$ cat src/rtl/fft_pkg.sv
`default_nettype none
// ============================================================================
//  Module      : fft_pkg
//  Description : Shared definitions for the FFT frame initiator: the
//                initiator state encoding, default bus window addresses and
//                the default frame length.
//  Contents    : fft_init_state_t      - initiator FSM state encoding
//                FFT_DEFAULT_BASE_ADDR - default write window base
//                FFT_DEFAULT_RD_OFFSET - default read window offset
//                N_POINT_FFT           - default samples per frame
//  Revision    : 1.0 - initial release
// ============================================================================
package fft_pkg;

  // Initiator FSM states. The encoding is fixed so that the states can also
  // be used as plain 3-bit constants by modules that keep a logic vector.
  typedef enum logic [2:0] {
    FFT_ACCEPT = 3'd0,
    FFT_WR_REQ = 3'd1,
    FFT_WR_GAP = 3'd2,
    FFT_DELAY  = 3'd3,
    FFT_RD_REQ = 3'd4,
    FFT_OUT    = 3'd5
  } fft_init_state_t;

  localparam logic [31:0] FFT_DEFAULT_BASE_ADDR = 32'h0000_0000;
  localparam logic [31:0] FFT_DEFAULT_RD_OFFSET = 32'h0000_0100;
  localparam int          N_POINT_FFT           = 16;

endpackage : fft_pkg
`default_nettype wire

$ cat src/rtl/fft_bus_access.sv
`default_nettype none
// ============================================================================
//  Module      : fft_bus_access
//  Description : Single outstanding request engine for the controller's CPU
//                register port. A start pulse raises either the read or the
//                write request on the next cycle; the request is held until
//                the target signals completion or the wait budget runs out.
//  Ports       : clkk            in  clock
//                reset           in  synchronous active-high reset
//                start           in  launch a request (next cycle)
//                start_write     in  1 = write request, 0 = read request
//                access_complete in  target completion strobe
//                req_read        out registered read request
//                req_write       out registered write request
//                done            out completion seen this cycle
//                timeout         out wait budget exhausted this cycle
//  Revision    : 1.0 - initial release
// ============================================================================
module fft_bus_access
  import fft_pkg::*;
#(
  parameter int TIMEOUT_CYCLES = 1024
) (
  input  logic clkk,
  input  logic reset,
  input  logic start,
  input  logic start_write,
  input  logic access_complete,
  output logic req_read,
  output logic req_write,
  output logic done,
  output logic timeout
);

  localparam int                TMO_W    = $clog2(TIMEOUT_CYCLES);
  localparam logic [TMO_W-1:0]  TMO_LAST = TMO_W'(TIMEOUT_CYCLES - 1);

  logic             active;
  logic [TMO_W-1:0] wait_cnt;

  assign active = req_read | req_write;

  // Completion is only meaningful while a request is outstanding; strobes
  // arriving at any other time are ignored here.
  assign done    = active & access_complete;

  // Completion takes priority over an expiring budget in the same cycle.
  assign timeout = active & ~access_complete & (wait_cnt == TMO_LAST);

  // wait_cnt equals the number of cycles the current request has already
  // been presented, so it reads 0 in the first request cycle.
  always_ff @(posedge clkk) begin
    if (reset) begin
      req_read  <= 1'b0;
      req_write <= 1'b0;
      wait_cnt  <= '0;
    end else if (start) begin
      req_write <= start_write;
      req_read  <= ~start_write;
      wait_cnt  <= '0;
    end else if (done || timeout) begin
      req_read  <= 1'b0;
      req_write <= 1'b0;
      wait_cnt  <= '0;
    end else if (active) begin
      wait_cnt  <= wait_cnt + 1'b1;
    end
  end

endmodule : fft_bus_access
`default_nettype wire

$ cat src/rtl/fft_frame_initiator.sv
`default_nettype none
// ============================================================================
//  Module      : fft_frame_initiator
//  Description : Bus initiator for the FFT controller's CPU register port.
//                Accepts one frame of N_POINT packed {imag,real} samples on
//                a valid/ready stream, writes them one word at a time into
//                the controller's write window, waits RESULT_DELAY cycles,
//                then reads N_POINT results from the read window and streams
//                them out with a last marker.
//  Ports       : clkk, reset            clock, synchronous active-high reset
//                s_valid/s_ready/s_data input sample stream
//                cpu_if_*               controller register port (initiator)
//                m_valid/m_ready/m_data/m_last  result stream
//                busy                   frame in progress
//                frame_done             one-cycle pulse after the last result
//                error                  sticky request timeout flag
//  Revision    : 1.0 - initial release
// ============================================================================
module fft_frame_initiator
  import fft_pkg::*;
#(
  parameter int                    ADDR_WIDTH     = 32,
  parameter int                    DATA_WIDTH     = 32,
  parameter int                    N_POINT        = N_POINT_FFT,
  parameter logic [ADDR_WIDTH-1:0] BASE_ADDR      = ADDR_WIDTH'(FFT_DEFAULT_BASE_ADDR),
  parameter logic [ADDR_WIDTH-1:0] RD_OFFSET      = ADDR_WIDTH'(FFT_DEFAULT_RD_OFFSET),
  parameter int                    RESULT_DELAY   = 64,
  parameter int                    TIMEOUT_CYCLES = 1024
) (
  input  logic                  clkk,
  input  logic                  reset,
  // sample input stream
  input  logic                  s_valid,
  output logic                  s_ready,
  input  logic [DATA_WIDTH-1:0] s_data,
  // controller register port
  output logic                  cpu_if_read,
  output logic                  cpu_if_write,
  output logic [ADDR_WIDTH-1:0] cpu_if_address,
  output logic [DATA_WIDTH-1:0] cpu_if_write_data,
  input  logic [DATA_WIDTH-1:0] cpu_if_read_data,
  input  logic                  cpu_if_access_complete,
  // result output stream
  output logic                  m_valid,
  input  logic                  m_ready,
  output logic [DATA_WIDTH-1:0] m_data,
  output logic                  m_last,
  // status
  output logic                  busy,
  output logic                  frame_done,
  output logic                  error
);

  // --------------------------------------------------------------------------
  // Constants
  // --------------------------------------------------------------------------
  localparam logic [2:0] ST_ACCEPT = FFT_ACCEPT;
  localparam logic [2:0] ST_WR_REQ = FFT_WR_REQ;
  localparam logic [2:0] ST_WR_GAP = FFT_WR_GAP;
  localparam logic [2:0] ST_DELAY  = FFT_DELAY;
  localparam logic [2:0] ST_RD_REQ = FFT_RD_REQ;
  localparam logic [2:0] ST_OUT    = FFT_OUT;

  // idx must be able to hold N_POINT itself (end-of-write-phase marker).
  localparam int               IDX_W    = $clog2(N_POINT) + 1;
  localparam logic [IDX_W-1:0] IDX_FULL = IDX_W'(N_POINT);
  localparam logic [IDX_W-1:0] IDX_LAST = IDX_W'(N_POINT - 1);

  localparam int               DLY_W    = $clog2(RESULT_DELAY + 1);
  localparam logic [DLY_W-1:0] DLY_LAST = DLY_W'(RESULT_DELAY - 1);

  // --------------------------------------------------------------------------
  // State and control
  // --------------------------------------------------------------------------
  logic [2:0]            state;
  logic [2:0]            state_n;
  logic [IDX_W-1:0]      idx;
  logic [IDX_W-1:0]      idx_n;
  logic [DLY_W-1:0]      dly_cnt;

  logic                  acc_start;
  logic                  acc_start_write;
  logic                  acc_done;
  logic                  acc_timeout;

  logic                  load_wr;     // latch sample and write address
  logic                  load_rd;     // load read address for idx_n
  logic                  capture;     // take read data into the result stage
  logic                  finish;      // final result handed over
  logic                  set_error;

  logic [ADDR_WIDTH-1:0] wr_addr;
  logic [ADDR_WIDTH-1:0] rd_addr;

  // Address arithmetic deliberately wraps at ADDR_WIDTH bits.
  assign wr_addr = BASE_ADDR + (ADDR_WIDTH'(idx) << 2);
  assign rd_addr = BASE_ADDR + RD_OFFSET + (ADDR_WIDTH'(idx_n) << 2);

  // --------------------------------------------------------------------------
  // Shared request engine for both the write and the read phase
  // --------------------------------------------------------------------------
  fft_bus_access #(
    .TIMEOUT_CYCLES (TIMEOUT_CYCLES)
  ) u_bus_access (
    .clkk            (clkk),
    .reset           (reset),
    .start           (acc_start),
    .start_write     (acc_start_write),
    .access_complete (cpu_if_access_complete),
    .req_read        (cpu_if_read),
    .req_write       (cpu_if_write),
    .done            (acc_done),
    .timeout         (acc_timeout)
  );

  // --------------------------------------------------------------------------
  // Next-state logic
  // --------------------------------------------------------------------------
  always_comb begin
    state_n         = state;
    idx_n           = idx;
    acc_start       = 1'b0;
    acc_start_write = 1'b0;
    load_wr         = 1'b0;
    load_rd         = 1'b0;
    capture         = 1'b0;
    finish          = 1'b0;
    set_error       = 1'b0;

    case (state)
      ST_ACCEPT: begin
        if (s_valid && s_ready) begin
          load_wr         = 1'b1;
          acc_start       = 1'b1;
          acc_start_write = 1'b1;
          state_n         = ST_WR_REQ;
        end
      end

      ST_WR_REQ: begin
        if (acc_done) begin
          idx_n   = idx + 1'b1;
          state_n = ST_WR_GAP;
        end else if (acc_timeout) begin
          // The remainder of the frame is abandoned.
          set_error = 1'b1;
          idx_n     = '0;
          state_n   = ST_ACCEPT;
        end
      end

      ST_WR_GAP: begin
        if (idx == IDX_FULL) begin
          idx_n   = '0;
          state_n = ST_DELAY;
        end else begin
          state_n = ST_ACCEPT;
        end
      end

      ST_DELAY: begin
        // The read request is launched on the last delay cycle so that it
        // becomes visible exactly RESULT_DELAY cycles after entering DELAY.
        if (dly_cnt == DLY_LAST) begin
          load_rd   = 1'b1;
          acc_start = 1'b1;
          state_n   = ST_RD_REQ;
        end
      end

      ST_RD_REQ: begin
        if (acc_done) begin
          capture = 1'b1;
          state_n = ST_OUT;
        end else if (acc_timeout) begin
          set_error = 1'b1;
          idx_n     = '0;
          state_n   = ST_ACCEPT;
        end
      end

      ST_OUT: begin
        if (m_valid && m_ready) begin
          if (m_last) begin
            idx_n   = '0;
            finish  = 1'b1;
            state_n = ST_ACCEPT;
          end else begin
            idx_n     = idx + 1'b1;
            load_rd   = 1'b1;
            acc_start = 1'b1;
            state_n   = ST_RD_REQ;
          end
        end
      end

      default: begin
        idx_n   = '0;
        state_n = ST_ACCEPT;
      end
    endcase
  end

  // --------------------------------------------------------------------------
  // Result delay counter: zero on entry to DELAY, counts while there
  // --------------------------------------------------------------------------
  always_ff @(posedge clkk) begin
    if (reset || (state != ST_DELAY)) begin
      dly_cnt <= '0;
    end else begin
      dly_cnt <= dly_cnt + 1'b1;
    end
  end

  // --------------------------------------------------------------------------
  // State, data path and registered status outputs
  // --------------------------------------------------------------------------
  // s_ready and busy are registered from the next-state values so that they
  // line up with the state they describe without a combinational path.
  always_ff @(posedge clkk) begin
    if (reset) begin
      state             <= ST_ACCEPT;
      idx               <= '0;
      s_ready           <= 1'b1;
      cpu_if_address    <= '0;
      cpu_if_write_data <= '0;
      m_valid           <= 1'b0;
      m_data            <= '0;
      m_last            <= 1'b0;
      busy              <= 1'b0;
      frame_done        <= 1'b0;
      error             <= 1'b0;
    end else begin
      state      <= state_n;
      idx        <= idx_n;
      s_ready    <= (state_n == ST_ACCEPT);
      busy       <= (state_n != ST_ACCEPT) || (idx_n != '0);
      frame_done <= finish;

      if (set_error) begin
        error <= 1'b1;
      end

      if (load_wr) begin
        cpu_if_address    <= wr_addr;
        cpu_if_write_data <= s_data;
      end else if (load_rd) begin
        cpu_if_address    <= rd_addr;
      end

      // m_data/m_last stay put while the consumer stalls.
      if (capture) begin
        m_valid <= 1'b1;
        m_data  <= cpu_if_read_data;
        m_last  <= (idx == IDX_LAST);
      end else if (m_valid && m_ready) begin
        m_valid <= 1'b0;
        m_last  <= 1'b0;
      end
    end
  end

endmodule : fft_frame_initiator
`default_nettype wire
$ cat config.mk
export PLATFORM = sky130hd
export DESIGN_NAME = fft_frame_initiator
export DESIGN_NICKNAME = d
export VERILOG_FILES = /design/src/rtl/fft_pkg.sv /design/src/rtl/fft_bus_access.sv /design/src/rtl/fft_frame_initiator.sv
export SDC_FILE = /design/constraint.sdc
export NUM_CORES = 1
export LEC_CHECK = 0
export CAP_MARGIN = 20
export CORE_MARGIN = 5
export CORE_UTILIZATION = 43
export CTS_CLUSTER_SIZE = 14
export DETAILED_ROUTE_END_ITERATION = 16
export PLACE_DENSITY = 0.9
export SYNTH_ARGS = -nofsm -noshare
export SYNTH_HDL_FRONTEND = slang
export SYNTH_SLANG_ARGS = --single-unit
$ cat constraint.sdc
create_clock -name clkk -period 2.73 [get_ports clkk]
set_clock_uncertainty 0.15 [all_clocks]
set_input_delay 0.273 -clock clkk [delete_from_list [all_inputs] [get_ports clkk]]
set_output_delay 0.273 -clock clkk [all_outputs]
set_load 0.01 [all_outputs]
# After elaboration in Yosys (flattened, before gate mapping)
# Index checks and enable logic that the tools add are counted.
[word_totals] out_inout_bits=104 word_cells=92 inputBits=69 ff_bits=107
[op_classes] muxes=37 eq_ne=10 addsub=4 bitwise=8 n_reduce_logical=17
[op_table] op="$mux W5" n=6
[op_table] op="$pmux W5 S5" n=1
[op_table] op="$mux W3" n=7
[op_table] op="$pmux W3 S6" n=1
[op_table] op="$mux W1" n=17
[op_table] op="$mux W7" n=2
[op_table] op="$add A10 B1 Y10 const B" n=1
[op_table] op="$add A9 B7 Y10 const A" n=1
[op_table] op="$eq A10 B10 Y1 const B" n=1
[op_table] op="$add A7 B1 Y7 const B" n=1
[op_table] op="$eq A7 B6 Y1 const B" n=1
[op_table] op="$eq A3 B2 Y1 const B" n=2
[op_table] op="$eq A3 B3 Y1 const B" n=2
[op_table] op="$logic_not A3 Y1" n=2
[op_table] op="$reduce_bool A2 Y1" n=3
[op_table] op="$reduce_or A2 Y1" n=3
[op_table] op="$reduce_or A3 Y1" n=2
[op_table] op="$add A5 B1 Y5 const B" n=1
[op_table] op="$eq A5 B4 Y1 const B" n=1
[op_table] op="$eq A5 B5 Y1 const B" n=1
[op_table] op="$reduce_bool A5 Y1" n=1
[op_table] op="$not A1 Y1" n=4
[op_table] op="$and A1 B1 Y1" n=3
[op_table] op="$eq A3 B1 Y1 const B" n=1
[op_table] op="8 further kinds" n=11

# Longest topological paths before layout
[depth] ltp_word=9 ltp_mapped=8 ltp_nobuf=7

# By module
# From an unflattened synthesis, not the netlist that was laid out.
[hier_totals] cells_unflattened=534 hier_area_um2=4405.5
[modules_own_cells] module="fft_frame_initiator" instances=1 cells_each=471 seq_area_each_um2=1821.7 area_each_um2=3808.7
[modules_own_cells] module="fft_bus_access" instances=1 cells_each=63 seq_area_each_um2=240.2 area_each_um2=596.8

# Worst setup path after synthesis
# OpenSTA, ideal clock, no wires.
[synth_timing] path_kind="register to register" startpoint="register dly_cnt[0]" endpoint="register u_bus_access.req_write" arrival_time_ps=1666 setup_time_ps=70 setup_slack_ps=844 stages_incl_launch_ff=8 t_required_ps=2510 synth_period_minus_slack_ps=1886 path_buffers=1 cell_sequence="dfxtp_1 -> ha_1 -> nand3_1 -> nor4_1 -> o21a_1 -> buf_6 -> or4b_1 -> a21oi_1"
[synth_between] elab_chain_len=4 word_cells_on_any_way=5 classes_between="eq/ne: 1; mux: 3; reduce/logical: 1"
[synth_lines] item="start, declared" line="fft_frame_initiator.sv:79" rtl="logic [DLY_W-1:0] dly_cnt;"
[synth_lines] item="start signal, assigned" line="fft_frame_initiator.sv:211" rtl="dly_cnt <= dly_cnt + 1'b1;"
[synth_lines] item="$eq A7 B6 Y1 (*)" line="fft_frame_initiator.sv:164" rtl="if (dly_cnt == DLY_LAST) begin"
[synth_lines] item="$mux W1 (*)" line="fft_frame_initiator.sv:164"
[synth_lines] item="$pmux W1 S3 (*)" line="fft_frame_initiator.sv:130" rtl="case (state)"
[synth_lines] item="$mux W1 or $reduce_bool A2 Y1 (tied branches)"
[synth_lines] item="end signal, assigned" line="fft_bus_access.sv:58" rtl="req_write <= start_write;"
[synth_lines] item="end, declared" line="fft_bus_access.sv:30" rtl="output logic req_write,"
# Mark *: on every way between the ends. The rest lies on a longest branch, timed or not.
# A chain may end at the register's enable or synchronous reset.

# Final worst setup path
[layout_timing] startpoint="register dly_cnt[0]" endpoint="register u_bus_access.wait_cnt[3]"
[layout_between] elab_chain_len=4
[layout_lines] item="$eq A7 B6 Y1" line="fft_frame_initiator.sv:164"
[layout_lines] item="$mux W1" line="fft_frame_initiator.sv:164"
[layout_lines] item="$pmux W1 S3" line="fft_frame_initiator.sv:130"
[layout_lines] item="$reduce_or A3 Y1 (no line)"
[layout_lines] item="end signal, assigned" line="fft_bus_access.sv:66" rtl="wait_cnt <= wait_cnt + 1'b1;"
[layout_lines] item="end, declared" line="fft_bus_access.sv:39" rtl="logic [TMO_W-1:0] wait_cnt;"
# Every way passes these cells.

==> out/qor.txt <==
Status - completed
Placeable Area - 0.00968 mm^2
Area growth syn-to-layout - 38.8%
Crit Path Class - reg2reg
# IOs - 173
CTS root buffer - clkbuf_8
Vias in the first global route - 3763
Pleak - 2.07 nW
Vias per cell - 4.99
Cell area after synthesis - 0.00422 mm^2
Drt pass-1 iters - 5
Starting density of the core - 0.436
Initial DRC count - 207
Total GRT Usage - 0.182
Power per cell area - 492 mW/mm^2
Combinational fraction of design power - 0.138
Yosys cell types - 44
Final hold vios - 0
Vias post-DR - 3971
Post-layout util - 0.604
Die X-Extent - 109 um
RSZ-0062 raised after global routing - false
Ys async rst share - 0
DRT Wirelength - 11300 um
Maxcap violations - 0
EDFF count, synth - 0
H-tree levels - 3
GPL Wtd Cong - 0.869
Antenna-violating nets left - 0
Bufs on Longest Clock Path - 2
#FFs+latches synth - 103
Site row count - 36
CTS tree - yes
Worst path required time - 2.81 ns
WP data arrival - 2.44 ns
Tmin final - 2.37 ns
Largest net degree at the start of global routing - 46
Count of pins over their slew limit - 0
Top cells by area, synth - dfxtp_1 49%, nand2_1 13%, a21oi_1 9.6%, buf_4 4.6%, nor2_1 2.8%
Setup bufs post-CTS - 0
Max frequency - 422 MHz
Syn Area/Cell - 8.03 um^2
Period Utilization, post-route - 0.867
Antenna Cells - 0
Flop pwr share - 0.546
Hold buffers post-CTS - 0
Post-synthesis cell count - 525
Full die area - 0.0119 mm^2
Top cells by count, synth - 145 x nand2_1, 103 x dfxtp_1, 81 x a21oi_1
DR WL/cell - 14.2 um
Detail Placement HPWL - 8480 um
DRC errors left - 0
CTS Buf Count - 9
Synth Flop Type - dfxtp_1
Crit end category - register
TritonCTS Sinks - 103
Sw Ratio - 0.264
Count leader, synth - nand2_1
IR drop worst, VDD - 0.281 mV
Synthesis warning total - 0
# resized after CTS - 0
Startpoint types - register
Final Setup Violations - 0
CTS clk-pin slew, worst paths - 0.11 ns
Worst-skew pair later-pin latency - 0.36 ns
Register area share after synthesis - 0.489
Maximum fanout along the worst path - 11
Internal - 0.00212 W
Yosys top cell by area - dfxtp_1
Hold WC Path Type - in2reg
Relative slew slack - 0.451
Share of cells above drive strength 1 - 0.0437
Least-Margin Pin Slew - 0.824 ns
Die Ht - 109 um
Setup TNS Final - 0 ns
Initial antenna violation count - 0
Sw power - 0.000760 W
Nets - 732
Clk pwr share - 0.315
Port Buffer Count - 146
GR Overflow Total - 0
First-pass GRT wire length - 17500 um
Share of the synthesized area in the top cell type - 0.489
power by group through the flow:
stage	clock, W	sequential, W	combinational [W]
3_5_place_dp	0	0.00161	0.000397
4_1_cts	0.000942	0.00157	0.000399
6_report	0.000908	0.00157	0.000399
5_1_grt	0.00101	0.00158	0.000435
2_1_floorplan	0	0.00162	0.000190
3_3_place_gp	0	0.00160	0.000387
worst max-delay path: stages, from the launching register on:
cell and delay (ns):
dfxtp_1 0.38, ha_1 0.20, nand3_1 0.19, nor4_1 0.37, o21a_1 0.40, nand4b_1 0.43, nor2_1 0.11
per-layer routing:
| layer | track usage | wire (um) | vias up | share of wire |
|---|---|---|---|---|
| li1 | - | - | 1952 | - |
| met1 | 0.220 | 4610 | 1826 | 0.41 |
| met2 | 0.312 | 5410 | 174 | 0.48 |
| met3 | 0.0462 | 1050 | 19 | 0.093 |
| met4 | 0.0685 | 200 | 0 | 0.018 |
| met5 | 0 | 0 | - | 0 |
cells in the final DEF, fill, tap and decap left out, types with 3 or more instances in the layout:
cell type,instances
clkdlybuf4s50_1,145
nand2b_1,3
dfxtp_1,103
inv_1,7
clkbuf_8,10
nand4_1,5
o21ai_0,11
nor3_1,3
nor2b_1,6
inv_6,3
nor2_1,31
nand2_1,145
ha_1,5
a22oi_1,5
nand3_1,9
a31oi_1,5
and2_1,3
and3_1,5
xnor2_1,7
a21oi_1,81
xor2_1,7
buf_4,6
conb_1,26
cell type report:
class,instances,area [um^2]
clock buffers,10,138
flip-flops and latches,103,2060
well taps,133,166
repair buffers,152,1500
inverters,7,26.3
clock inverters,6,51.3
fillers,855,3830
multi-input cells,385,1910
kinds of logic (layout without fill, tap and decap cells):
| kind of cell | Yosys count | after routing | share of synthesized area |
|---|---|---|---|
| mux | 1 | 1 | 0.00237 |
| simple gates | 227 | 227 | 0.237 |
| xor+xnor | 14 | 14 | 0.0291 |
| buf+inv | 62 | 175 | 0.0825 |
| compound gates | 112 | 112 | 0.145 |
| fa+ha+maj | 5 | 5 | 0.0148 |
| flops | 103 | 103 | 0.489 |
| other cells | 1 | 26 | 0.000889 |
sequential cells by signal, summed over array words and instances, names as in the netlist, 3 cells and up:
| register | count |
|---|---|
| idx | 5 |
| m_data | 32 |
| u_bus_access.wait_cnt | 10 |
| cpu_if_address | 6 |
| dly_cnt | 7 |
| state | 3 |
| cpu_if_write_data | 32 |
final timing paths:
check	from	endpoint	slack [ns]	cells after the start
setup reg to reg	dly_cnt[0]	u_bus_access.wait_cnt[3]	0.36	6
hold / removal	s_data[8]	cpu_if_write_data[8]	0.29	3
hold reg to reg	cpu_if_write_data[29]	cpu_if_write_data[29]	0.31	2
setup / recovery	dly_cnt[0]	u_bus_access.wait_cnt[3]	0.36	6
metrics by stage:
step	hold slack (ns)	cell area (um^2)	power, W	worst slack, ns	cells
after floorplan	0.259	4310	0.00181	0.844	550
after global placement	0.283	5660	0.00199	0.542	780
after detailed placement	0.296	5660	0.00200	0.405	780
after CTS	0.269	5850	0.00291	0.380	796
after global routing	0.281	5850	0.00303	0.142	796
final	0.291	5850	0.00288	0.362	796
(Power assumes the default switching activity.)
